$ cat config.mk
export PLATFORM = sky130hd
export DESIGN_NAME = mem_port_arbiter
export DESIGN_NICKNAME = d
export VERILOG_FILES = /design/src/rtl/mem_port_arbiter.sv
export SDC_FILE = /design/constraint.sdc
export NUM_CORES = 1
export LEC_CHECK = 0
export BUFFER_PORTS_ARGS = -buffer_cell sky130_fd_sc_hd__buf_4
export CORE_MARGIN = 8
export CORE_UTILIZATION = 43
export DETAILED_ROUTE_END_ITERATION = 10
export PLACE_DENSITY = 0.76
export SYNTH_ARGS = -nofsm -noshare
export SYNTH_HDL_FRONTEND = slang
export SYNTH_SLANG_ARGS = --single-unit
export TNS_END_PERCENT = 5
$ cat constraint.sdc
create_clock -name clk -period 1.6 [get_ports clk]
set_input_delay 0.08 -clock clk [delete_from_list [all_inputs] [get_ports clk]]
set_output_delay 0.08 -clock clk [all_outputs]
set_load 0.05 [all_outputs]
$ cat src/rtl/mem_port_arbiter.sv
// Shares one RAM port between the instruction-fetch and data requesters.
// One transaction in flight; data wins contention, bounded by a streak counter
// so that a waiting fetch is eventually served. Flushed fetches still complete
// on the RAM side but their response is swallowed.
module mem_port_arbiter #(
  parameter int unsigned ADDR_W          = 32,
  parameter int unsigned DATA_W          = 32,
  parameter int unsigned MAX_DATA_STREAK = 4
) (
  input  logic                clk,
  input  logic                rst,
  // instruction fetch requester
  input  logic                inst_req_valid,
  input  logic [ADDR_W-1:0]   inst_req_addr,
  output logic                inst_req_ready,
  input  logic                inst_flush,
  output logic                inst_resp_valid,
  output logic [DATA_W-1:0]   inst_resp_data,
  // data requester
  input  logic                data_req_valid,
  input  logic [ADDR_W-1:0]   data_req_addr,
  input  logic                data_req_we,
  input  logic [DATA_W-1:0]   data_req_wdata,
  input  logic [DATA_W/8-1:0] data_req_sel,
  output logic                data_req_ready,
  output logic                data_resp_valid,
  output logic [DATA_W-1:0]   data_resp_data,
  // RAM port
  output logic                ram_en,
  output logic [ADDR_W-1:0]   ram_addr,
  output logic                ram_write_en,
  output logic [DATA_W-1:0]   ram_write_data,
  output logic [DATA_W/8-1:0] ram_select,
  input  logic                ram_ready,
  input  logic                ram_resp_valid,
  input  logic [DATA_W-1:0]   ram_read_data
);

  localparam int unsigned SEL_W    = DATA_W / 8;
  localparam int unsigned STREAK_W = (MAX_DATA_STREAK > 0) ? $clog2(MAX_DATA_STREAK + 1) : 1;
  localparam logic [STREAK_W-1:0] STREAK_MAX = STREAK_W'(MAX_DATA_STREAK);

  typedef enum logic [1:0] {StIdle, StIssue, StWait} state_e;

  state_e              state_q, state_d;
  logic                owner_inst_q, owner_inst_d;
  logic [ADDR_W-1:0]   addr_q, addr_d;
  logic                we_q, we_d;
  logic [DATA_W-1:0]   wdata_q, wdata_d;
  logic [SEL_W-1:0]    sel_q, sel_d;
  logic [STREAK_W-1:0] streak_q, streak_d;
  logic                drop_q, drop_d;
  logic                inst_resp_valid_q, inst_resp_valid_d;
  logic [DATA_W-1:0]   inst_resp_data_q, inst_resp_data_d;
  logic                data_resp_valid_q, data_resp_valid_d;
  logic [DATA_W-1:0]   data_resp_data_q, data_resp_data_d;

  logic grant_inst, grant_data, complete;

  // Arbitration: data wins unless it has hit its streak limit against a waiting fetch.
  always_comb begin
    grant_inst = 1'b0;
    grant_data = 1'b0;
    if (state_q == StIdle) begin
      grant_inst = inst_req_valid && (!data_req_valid || (streak_q == STREAK_MAX));
      grant_data = data_req_valid && !grant_inst;
    end
  end

  // Transaction completes when the RAM responds after (or together with) acceptance.
  always_comb begin
    complete = ((state_q == StIssue) && ram_ready && ram_resp_valid) ||
               ((state_q == StWait) && ram_resp_valid);
  end

  // FSM state register.
  always_ff @(posedge clk or negedge rst) begin
    if (!rst) begin
      state_q <= StIdle;
    end else begin
      state_q <= state_d;
    end
  end

  // FSM next-state logic.
  always_comb begin
    state_d = state_q;
    unique case (state_q)
      StIdle: begin
        if (grant_inst || grant_data) state_d = StIssue;
      end
      StIssue: begin
        if (ram_ready) state_d = ram_resp_valid ? StIdle : StWait;
      end
      StWait: begin
        if (ram_resp_valid) state_d = StIdle;
      end
      default: state_d = StIdle;
    endcase
  end

  // FSM outputs: readies only in idle, RAM request driven from latched fields in issue.
  always_comb begin
    inst_req_ready  = grant_inst;
    data_req_ready  = grant_data;
    ram_en          = (state_q == StIssue);
    ram_addr        = addr_q;
    ram_write_en    = we_q;
    ram_write_data  = wdata_q;
    ram_select      = sel_q;
    inst_resp_valid = inst_resp_valid_q;
    inst_resp_data  = inst_resp_data_q;
    data_resp_valid = data_resp_valid_q;
    data_resp_data  = data_resp_data_q;
  end

  // Next-state for request latch, streak counter, flush drop flag and responses.
  always_comb begin
    owner_inst_d      = owner_inst_q;
    addr_d            = addr_q;
    we_d              = we_q;
    wdata_d           = wdata_q;
    sel_d             = sel_q;
    streak_d          = streak_q;
    drop_d            = drop_q;
    inst_resp_valid_d = 1'b0;
    inst_resp_data_d  = inst_resp_data_q;
    data_resp_valid_d = 1'b0;
    data_resp_data_d  = data_resp_data_q;

    if (grant_inst) begin
      owner_inst_d = 1'b1;
      addr_d       = inst_req_addr;
      we_d         = 1'b0;
      wdata_d      = '0;
      sel_d        = '1;
      streak_d     = '0;
      drop_d       = inst_flush;
    end else if (grant_data) begin
      owner_inst_d = 1'b0;
      addr_d       = data_req_addr;
      we_d         = data_req_we;
      wdata_d      = data_req_wdata;
      sel_d        = data_req_sel;
      drop_d       = 1'b0;
      if (!inst_req_valid) begin
        streak_d = '0;
      end else if (streak_q != STREAK_MAX) begin
        streak_d = streak_q + 1'b1;
      end
    end

    // A flush at any point while a fetch is outstanding kills its response.
    if ((state_q != StIdle) && owner_inst_q && inst_flush) begin
      drop_d = 1'b1;
    end

    if (complete) begin
      drop_d = 1'b0;
      if (owner_inst_q) begin
        if (!drop_q && !inst_flush) begin
          inst_resp_valid_d = 1'b1;
          inst_resp_data_d  = ram_read_data;
        end
      end else begin
        data_resp_valid_d = 1'b1;
        data_resp_data_d  = we_q ? '0 : ram_read_data;
      end
    end
  end

  // Datapath registers.
  always_ff @(posedge clk or negedge rst) begin
    if (!rst) begin
      owner_inst_q      <= 1'b0;
      addr_q            <= '0;
      we_q              <= 1'b0;
      wdata_q           <= '0;
      sel_q             <= '0;
      streak_q          <= '0;
      drop_q            <= 1'b0;
      inst_resp_valid_q <= 1'b0;
      inst_resp_data_q  <= '0;
      data_resp_valid_q <= 1'b0;
      data_resp_data_q  <= '0;
    end else begin
      owner_inst_q      <= owner_inst_d;
      addr_q            <= addr_d;
      we_q              <= we_d;
      wdata_q           <= wdata_d;
      sel_q             <= sel_d;
      streak_q          <= streak_d;
      drop_q            <= drop_d;
      inst_resp_valid_q <= inst_resp_valid_d;
      inst_resp_data_q  <= inst_resp_data_d;
      data_resp_valid_q <= data_resp_valid_d;
      data_resp_data_q  <= data_resp_data_d;
    end
  end

endmodule

==> results of run 1 <==
## flip-flops by register name (all words and copies together), names as in the netlist
name	flops
data_resp_data	32
inst_resp_data	32
ram_addr	32
ram_write_data	32
ram_select	4
streak_q	3
state_q	2
data_resp_valid	1
drop_q	1
inst_resp_valid	1
owner_inst_q	1
ram_write_en	1
## worst min-delay path, delay by kind of cell
kind,cells,cell delay [ns]
AOI/OAI and AO/OA,2,0.19
buffers and inverters,1,0.18
## metrics by stage
step	instances	hold slack [ns]	setup WS, ns	instance area, um2
CTS	1190	0.0523	-0.229	11000
floorplan	564	-0.216	-0.0615	6490
detailed placement	1013	0.00525	-0.0963	8890
global route	1196	0.0655	-0.318	11200
finish	1197	0.0753	-0.270	11200
global placement	1013	0.000368	-0.0461	8890
## worst paths after layout
| path | slack (ns) | cells past startpoint | end |
|---|---|---|---|
| hold reg to reg | 0.50 | 1 | ram_select[1] |
| setup reg to reg | -0.13 | 7 | ram_addr[7] |
| min in group asynchronous | 0.12 | 2 | inst_resp_data[12] |
| hold / removal | 0.08 | 3 | ram_addr[24] |
| setup / recovery | -0.27 | 7 | data_req_ready |
| max in group asynchronous | 0.90 | 3 | ram_write_data[11] |
## cells in the mapped netlist (2+ instances only)
cell and count:
o211ai_1 33, buf_4 3, o22a_1 3, clkbuf_1 37, inv_1 38, dfrtp_1 142, buf_12 3, buf_2 9
nor2_1 4, ha_1 2, a21oi_1 35, a22o_1 2, o21ai_0 67, nand3_1 34, mux2_2 36, mux2_4 29
o2111ai_1 32, nand2_1 2, nor2b_1 34
## repair_timing
action | CTS | global route
pin swaps | 7 | 5
gates resized for setup | 20 | 20
hold endpoints to repair | 247 | 0
hold buffers | 138 | 0
setup buffers | 6 | 3
gates cloned | 1 | 1
setup endpoints to repair | 126 | 135
## kinds of logic (layout without fill, tap and decap cells)
| group | Yosys count | count (layout) | synth area share |
|---|---|---|---|
| other cells | 0 | 3 | 0 |
| mux | 65 | 65 | 0.130 |
| simple gates | 83 | 83 | 0.0726 |
| fa+ha+maj | 2 | 2 | 0.00387 |
| flops | 142 | 142 | 0.550 |
| compound gates | 179 | 179 | 0.177 |
| buf+inv | 93 | 535 | 0.0662 |
## cell type report
| type | count | area share |
|---|---|---|
| repair buffers | 463 | 0.361 |
| diodes | 3 | 0.000673 |
| well taps | 188 | 0.0211 |
| clock inverters | 15 | 0.0168 |
| multi-input cells | 329 | 0.230 |
| clock buffers | 17 | 0.0381 |
| flip-flops and latches | 142 | 0.319 |
| inverters | 40 | 0.0139 |
## power groups by stage
stage	clock, uW	sequential [uW]	combinational, uW
detailed placement	0	6170	12900
global route	4370	6370	14400
floorplan	0	11500	3210
finish	4150	6200	13900
CTS	4210	6140	13500
global placement	0	6110	12800
## routing by layer
metal	vias up	GRT usage	wire length (um)
met4	0	0.133	1120
met3	79	0.0894	2120
met5	-	0	0
li1	2900	-	-
met1	3207	0.287	9350
met2	398	0.423	12500
==> flow_metrics.env, run 1 <==
export IMPL_synth_area_mm2=0.00646
export IMPL_yosys_most_used_dff="dfrtp_1"
export IMPL_htreeDepth=4
export IMPL_die_y_um=139
export IMPL_sequentialPowerShare=0.256
export IMPL_viasPerCell=5.50
export IMPL_firstDrtPassIters=5
export IMPL_p_total_uw=24200
export IMPL_ys_warn_count=0
export IMPL_regArea_mm2=0.00355
export IMPL_grt_pass1_vias=7084
export IMPL_yosysSeqAreaShare=0.550
export IMPL_hp_start="data_req_valid"
export IMPL_cts_buffers=17
export IMPL_nFillCells=941
export IMPL_pin_count=278
export IMPL_root_buffer="clkbuf_16"
export IMPL_syn_avg_cell_area_um2=11.5
export IMPL_arrival_ns=1.79
export IMPL_wire_per_inst_um=21.0
export IMPL_path_cells="inv_2 -> ha_4 -> buf_6 -> nand2_4 -> o211ai_1 -> inv_1 -> buf_6"
export IMPL_p_leak_uw=0.00540
export IMPL_period_share=1.17
export IMPL_cts_sinks=142
export IMPL_tns_ns=-9.95
export IMPL_critPathMaxStageDelay_ns=0.40
export IMPL_required_ns=1.52
export IMPL_async_flop_share=1.00
export IMPL_max_slew_margin=0.726
export IMPL_place_congestion=0.817
export IMPL_grt_ovfl_total=0
export IMPL_irDropWorstVdd_v=0.00122
export IMPL_final_util=0.748
export IMPL_critPathTopFamily="buffers and inverters"
export IMPL_start_util=0.433
export IMPL_area_growth_pct=72.6
export IMPL_synth_largest_area_cell="dfrtp_1"
export IMPL_synth_cells=564
export IMPL_grt_pass1_wl_mm=39.4
export IMPL_setup_viol=126
export IMPL_dr_total_vias=6584
export IMPL_pwr_share_comb=0.573
export IMPL_switching_share=0.486
export IMPL_hold_viol_final=0
export IMPL_clockBufferDepth=2
export IMPL_status="complete, but fails checks"
export IMPL_synth_area_top_cells="dfrtp_1 55%, mux2_4 6.7%, mux2_2 6.3%"
export IMPL_clock_latency_ns=0.43
export IMPL_drtIter0Drc=425
export IMPL_crit_top_cell="buf_6"
export IMPL_grt_max_degree=44
export IMPL_final_common_cell="buf_4"
export IMPL_power_switching_uw=11800
export IMPL_synth_edf_count=0
export IMPL_finalMaxSlewViolations=0
export IMPL_p_int_uw=12400
export IMPL_wl_mm=25.1
export IMPL_drive_gt1_frac=0.438
export IMPL_endpoint_kind="output port"
export IMPL_drcViolationCount=0
export IMPL_crit_start="streak_q[0]"
export IMPL_grt_use_total=0.256
export IMPL_synth_seq_cells=142
export IMPL_timing_fmax_ghz=0.535
export IMPL_r2r_start="streak_q[0]"
export IMPL_criticalPathCategory="flip-flop to output port"
export IMPL_rows=45
export IMPL_cts_tree="done"
export IMPL_rsz0062_at_grt="true"
export IMPL_core_area_mm2=0.0149
export IMPL_min_delay_path_class="primary input to flip-flop"
export IMPL_setup_slack_ns=-0.270
export IMPL_p_clk_frac=0.171
export IMPL_startpoint_type="flip-flop"
export IMPL_worst_path_max_fanout=2
export IMPL_cap_violations=0
export IMPL_antenna_found_initial=2
export IMPL_multiInputGateArea_mm2=0.00256
export IMPL_skew_ns=0.00858
export IMPL_hpwl_mm=14.8
export IMPL_finalCriticalPeriod_ns=1.87
export IMPL_die_x_um=139
export IMPL_cp_num_buf_inv=4
export IMPL_synthesis_nets=706
export IMPL_yosysUniqueCellTypes=38
export IMPL_nets=1135
export IMPL_final_cell_mix="303 x buf_4, 142 x dfrtp_1, 138 x dlygate4sd3_1, 67 x o21ai_0, 36 x inv_1"
export IMPL_clkTransAtPathRegs_ns=0.06
export IMPL_io_buffers=277
export IMPL_antenna_left=0
export IMPL_synth_top_area_share=0.550
export IMPL_cpMaxStageDelayCell="dfrtp_1"
export IMPL_tightestPinTransition_ns=0.410
export IMPL_power_density_mw_per_mm2=2170
export IMPL_violations="negative setup slack"
export IMPL_dieArea_mm2=0.0192
Note: power is estimated with default switching activity, not from simulation.
==> inputs of run 2 (changes only) <==
--- a/config.mk
+++ b/config.mk
@@ -6,10 +6,13 @@
 export NUM_CORES = 1
 export LEC_CHECK = 0
 export BUFFER_PORTS_ARGS = -buffer_cell sky130_fd_sc_hd__buf_4
+export CELL_PAD_IN_SITES_DETAIL_PLACEMENT = 0
+export CELL_PAD_IN_SITES_GLOBAL_PLACEMENT = 1
+export CORE_ASPECT_RATIO = 0.6
 export CORE_MARGIN = 8
-export CORE_UTILIZATION = 43
+export CORE_UTILIZATION = 33
 export DETAILED_ROUTE_END_ITERATION = 10
-export PLACE_DENSITY = 0.76
+export PLACE_DENSITY_LB_ADDON = 0.1
 export SYNTH_ARGS = -nofsm -noshare
 export SYNTH_HDL_FRONTEND = slang
 export SYNTH_SLANG_ARGS = --single-unit
==> flow_metrics.env, run 2 (same netlist as run 1, synthesis figures left out) <==
export IMPL_nets=1132
export IMPL_dp_cells=1093
export IMPL_clkTransAtPathRegs_ns=0.06
export IMPL_place_area_mm2=0.00903
export IMPL_rsz0062_at_grt="true"
export IMPL_startpoint_type="flip-flop"
export IMPL_drcViolationCount=0
export IMPL_io_buffers=277
export IMPL_antenna_left=0
export IMPL_power_density_mw_per_mm2=2140
export IMPL_required_ns=1.90
export IMPL_grt_max_degree=70
export IMPL_grt_pass1_vias=6835
export IMPL_final_util=0.588
export IMPL_arrival_ns=2.12
export IMPL_final_cell_mix="304 x buf_4, 142 x dfrtp_1, 138 x dlygate4sd3_1, 67 x o21ai_0, 47 x mux2_4"
export IMPL_antenna_found_initial=1
export IMPL_setup_viol=126
export IMPL_irDropWorstVdd_v=0.00149
export IMPL_core_area_mm2=0.0191
export IMPL_whs_ns=0.0242
export IMPL_clock_latency_ns=0.42
export IMPL_finalMaxSlewViolations=0
export IMPL_p_leak_uw=0.00541
export IMPL_area_growth_pct=74.1
export IMPL_worst_path_max_fanout=16
export IMPL_min_delay_path_class="primary input to flip-flop"
export IMPL_root_buffer="clkbuf_16"
export IMPL_start_util=0.338
export IMPL_drive_gt1_frac=0.432
export IMPL_violations="negative setup slack"
export IMPL_grt_use_total=0.190
export IMPL_tightestPinTransition_ns=0.503
export IMPL_grt_pass1_wl_mm=37.7
export IMPL_place_congestion=0.795
export IMPL_die_y_um=124
export IMPL_status="complete, but fails checks"
export IMPL_hold_viol_final=0
export IMPL_skew_ns=0.0119
export IMPL_wl_mm=24.0
export IMPL_dr_total_vias=6245
export IMPL_cap_violations=0
export IMPL_htreeDepth=4
export IMPL_finalCriticalPeriod_ns=1.82
export IMPL_hpwl_mm=16.3
export IMPL_max_slew_margin=0.665
export IMPL_viasPerCell=4.92
export IMPL_setup_slack_ns=-0.220
export IMPL_final_area_mm2=0.0113
export IMPL_timing_fmax_ghz=0.549
export IMPL_rows=39
export IMPL_clockBufferDepth=2
export IMPL_cts_sinks=142
export IMPL_p_total_uw=24000
export IMPL_final_common_cell="buf_4"
export IMPL_criticalPathCategory="flip-flop to flip-flop"
export IMPL_period_share=1.14
export IMPL_cts_buffers=17
export IMPL_pin_count=278
export IMPL_grt_ovfl_total=0
export IMPL_firstDrtPassIters=4
export IMPL_nFillCells=1609
export IMPL_stdcell_count=1270
export IMPL_die_x_um=197
export IMPL_drtIter0Drc=267
export IMPL_endpoint_kind="flip-flop"
export IMPL_wire_per_inst_um=18.9
export IMPL_dieArea_mm2=0.0245
export IMPL_cts_tree="done"
## run 2: changes by cell type in the layout (fill, tap and decap cells not counted), sizes merged
| cell | change |
|---|---|
| clkbuf | +3 |
| diode | -2 |
| bufinv | +1 |
| clkinvlp | +2 |
| buf | -4 |
| inv | -7 |
| clkinv | +2 |
## run 2: where the power goes
| group | switching [uW] | internal (uW) |
|---|---|---|
| clock | 1650 | 2540 |
| sequential | 995 | 5230 |
| combinational | 8850 | 4780 |
## run 2: path summary, 6_finish.rpt
kind | start | to | slack, ns | cells after the start
hold / removal | inst_flush | drop_q | 0.02 | 3
max in group asynchronous | rst | data_resp_data[23] | 0.84 | 3
setup reg to reg | state_q[1] | data_resp_data[25] | -0.22 | 6
hold reg to reg | ram_select[0] | ram_select[0] | 0.50 | 1
min in group asynchronous | rst | ram_addr[24] | 0.16 | 2
setup / recovery | state_q[1] | data_resp_data[25] | -0.22 | 6
## run 2: final cells by class
class	count	area (um2)	area share
clock buffers	19	443	0.0394
clock inverters	13	179	0.0159
multi-input cells	329	2610	0.232
inverters	40	155	0.0138
diodes	1	2.50	0.000222
flip-flops and latches	142	3550	0.316
repair buffers	460	3980	0.354
well taps	266	333	0.0296
## run 2: critical path, cell delays in order (launching register included)
cell,delay (ns)
dfrtp_1,0.40
buf_6,0.13
nand3b_1,0.23
a211oi_4,0.25
buf_6,0.16
clkbuf_16,0.19
mux2_2,0.34
## run 2: timing repair
action / in CTS / in global routing
buffers inserted: 3 / 1
hold endpoints to repair: 168 / 0
hold buffers: 138 / 0
gates resized for setup: 16 / 22
endpoints found under the setup margin: 129 / 136
gates cloned: 0 / 2
pin swaps: 5 / 1
## run 2: metrics by stage
stage,setup slack (ns),setup TNS [ns]
global placement,-0.0802,-7.64
detailed placement,-0.157,-11.43
global route,-0.286,-20.59
finish,-0.220,-13.25
CTS,-0.219,-14.00
floorplan,-0.0615,-3.46
## run 2: layer usage
layer / wire, um / GRT usage
met4: 514 / 0.0674
met1: 10500 / 0.242
met5: 0 / 0
met2: 11100 / 0.300
met3: 1900 / 0.0626
==> inputs of run 3 (changes only) <==
--- a/config.mk
+++ b/config.mk
@@ -13,6 +13,8 @@
 export CORE_UTILIZATION = 33
 export DETAILED_ROUTE_END_ITERATION = 10
 export PLACE_DENSITY_LB_ADDON = 0.1
+export SETUP_SLACK_MARGIN = 0.1
+export SLEW_MARGIN = 25
 export SYNTH_ARGS = -nofsm -noshare
 export SYNTH_HDL_FRONTEND = slang
 export SYNTH_SLANG_ARGS = --single-unit
==> flow_metrics.env, run 3 (same netlist as run 1, synthesis figures left out) <==
export IMPL_status="complete, but fails checks"
export IMPL_violations="negative setup slack"
export IMPL_p_int_uw=12500
export IMPL_dr_total_vias=6219
export IMPL_setup_viol=116
export IMPL_r2r_start="state_q[1]"
export IMPL_p_total_uw=24100
export IMPL_multiInputGateArea_mm2=0.00264
export IMPL_period_share=1.13
export IMPL_grt_pass1_vias=6797
export IMPL_pin_count=278
export IMPL_min_delay_path_class="primary input to flip-flop"
export IMPL_final_util=0.588
export IMPL_firstDrtPassIters=6
export IMPL_die_y_um=124
export IMPL_grt_pass1_wl_mm=38.8
export IMPL_n_antenna_cell=0
export IMPL_endpoint_kind="flip-flop"
export IMPL_rows=39
export IMPL_hp_start="data_req_addr[26]"
export IMPL_drive_gt1_frac=0.439
export IMPL_r2r_end="data_resp_data[22]"
export IMPL_dieArea_mm2=0.0245
export IMPL_htreeDepth=4
export IMPL_cts_sinks=142
export IMPL_power_switching_uw=11600
export IMPL_place_area_mm2=0.00899
export IMPL_p_leak_uw=0.00538
export IMPL_place_congestion=0.800
export IMPL_finalCriticalPeriod_ns=1.80
export IMPL_cap_violations=0
export IMPL_hold_viol_final=0
export IMPL_startpoint_type="flip-flop"
export IMPL_final_area_mm2=0.0113
export IMPL_grt_use_total=0.196
export IMPL_core_area_mm2=0.0191
export IMPL_worst_path_max_fanout=16
export IMPL_drtIter0Drc=342
export IMPL_hold_end="ram_addr[26]"
export IMPL_reg2reg_slack_ns=-0.20
export IMPL_arrival_ns=2.11
export IMPL_final_common_cell="buf_4"
export IMPL_grt_ovfl_total=0
export IMPL_p_clk_frac=0.169
export IMPL_tightestPinTransition_ns=0.473
export IMPL_nFillCells=1592
export IMPL_cts_buffers=17
export IMPL_antenna_left=0
export IMPL_irDropWorstVdd_v=0.00129
export IMPL_clkTransAtPathRegs_ns=0.07
export IMPL_holdPathStages=3
export IMPL_rr_worst_depth=5
export IMPL_skew_ns=0.0130
export IMPL_power_density_mw_per_mm2=2140
export IMPL_regArea_mm2=0.00355
export IMPL_start_util=0.338
export IMPL_viasPerCell=4.92
export IMPL_timing_fmax_ghz=0.556
export IMPL_tns_ns=-13.35
export IMPL_rsz0062_at_grt="true"
export IMPL_sequentialPowerShare=0.259
export IMPL_die_x_um=197
export IMPL_clockBufferDepth=2
export IMPL_pwr_share_comb=0.572
export IMPL_drcViolationCount=0
export IMPL_nets=1128
export IMPL_wire_per_inst_um=19.3
export IMPL_required_ns=1.91
export IMPL_antenna_found_initial=0
export IMPL_max_slew_margin=0.684
export IMPL_final_cell_mix="299 x buf_4, 141 x dfrtp_1, 137 x dlygate4sd3_1, 67 x o21ai_0, 49 x mux2_4"
export IMPL_io_buffers=277
export IMPL_cts_tree="done"
export IMPL_setup_slack_ns=-0.200
export IMPL_clock_latency_ns=0.42
export IMPL_criticalPathCategory="flip-flop to flip-flop"
export IMPL_area_growth_pct=74.1
export IMPL_grt_max_degree=70
export IMPL_hpwl_mm=16.3
export IMPL_wl_mm=24.4
export IMPL_switching_share=0.481
export IMPL_finalMaxSlewViolations=0
export IMPL_root_buffer="clkbuf_16"
## run 3: changes by cell type in the layout (fill, tap and decap cells not counted), moves of 2 or more
cell and change:
a21oi_1 -3, a21oi_2 +3, buf_4 -5, buf_6 +2, buf_8 -2, clkinvlp_4 +3
inv_6 -2, mux2_2 -2, mux2_4 +2
## run 3: repair_timing
| action | 4_1_cts | 5_1_grt |
|---|---|---|
| setup buffers | 3 | 4 |
| cloned | 0 | 3 |
| setup endpoints to repair | 137 | 139 |
| gates resized for setup | 20 | 25 |
| hold buffers | 137 | 0 |
| hold endpoints to repair | 247 | 0 |
| pin swaps | 6 | 5 |
## run 3: routing by layer
metal	up-vias	part of all wire	GRT usage
li1	2885	-	-
met1	3087	0.45	0.255
met2	222	0.47	0.313
met3	25	0.070	0.0594
met4	0	0.015	0.0520
met5	-	0	0
## run 3: critical path, cell delays in order (launching register included)
cell	delay, ns
dfrtp_1	0.39
nand3b_1	0.24
a211oi_4	0.36
buf_4	0.18
clkbuf_16	0.20
mux2_4	0.32
## run 3: area by class of cell
cell class / count / area share
repair buffers: 456 / 0.353
well taps: 266 / 0.0296
multi-input cells: 329 / 0.234
clock buffers: 18 / 0.0390
flip-flops and latches: 142 / 0.316
inverters: 40 / 0.0140
clock inverters: 14 / 0.0141
## run 3: through the flow
step / instances / setup slack, ns / hold slack (ns)
floorplan: 564 / -0.0615 / -0.216
global placement: 1086 / -0.0589 / -0.00180
detailed placement: 1086 / -0.118 / -0.00109
CTS: 1258 / -0.217 / 0.0208
global route: 1265 / -0.262 / 0.0244
finish: 1265 / -0.200 / 0.0303
## run 3: power by group through the flow
stage	combinational [uW]	clock (uW)	sequential (uW)
5_1_grt	14500	4320	6430
3_5_place_dp	13100	0	6240
2_1_floorplan	3240	0	11500
4_1_cts	13500	4140	6230
3_3_place_gp	12800	0	6200
6_report	13800	4060	6230
## run 3: worst max path at each step
stage / start / endpoint / depth (start not counted)
after detailed placement: streak_q[0] / ram_addr[22] / 6
after global placement: state_q[0] / data_resp_data[18] / 4
after floorplan: owner_inst_q / inst_resp_data[10] / 5
after global routing: streak_q[0] / data_req_ready / 7
after CTS: streak_q[1] / data_req_ready / 7
final: state_q[1] / data_resp_data[22] / 5
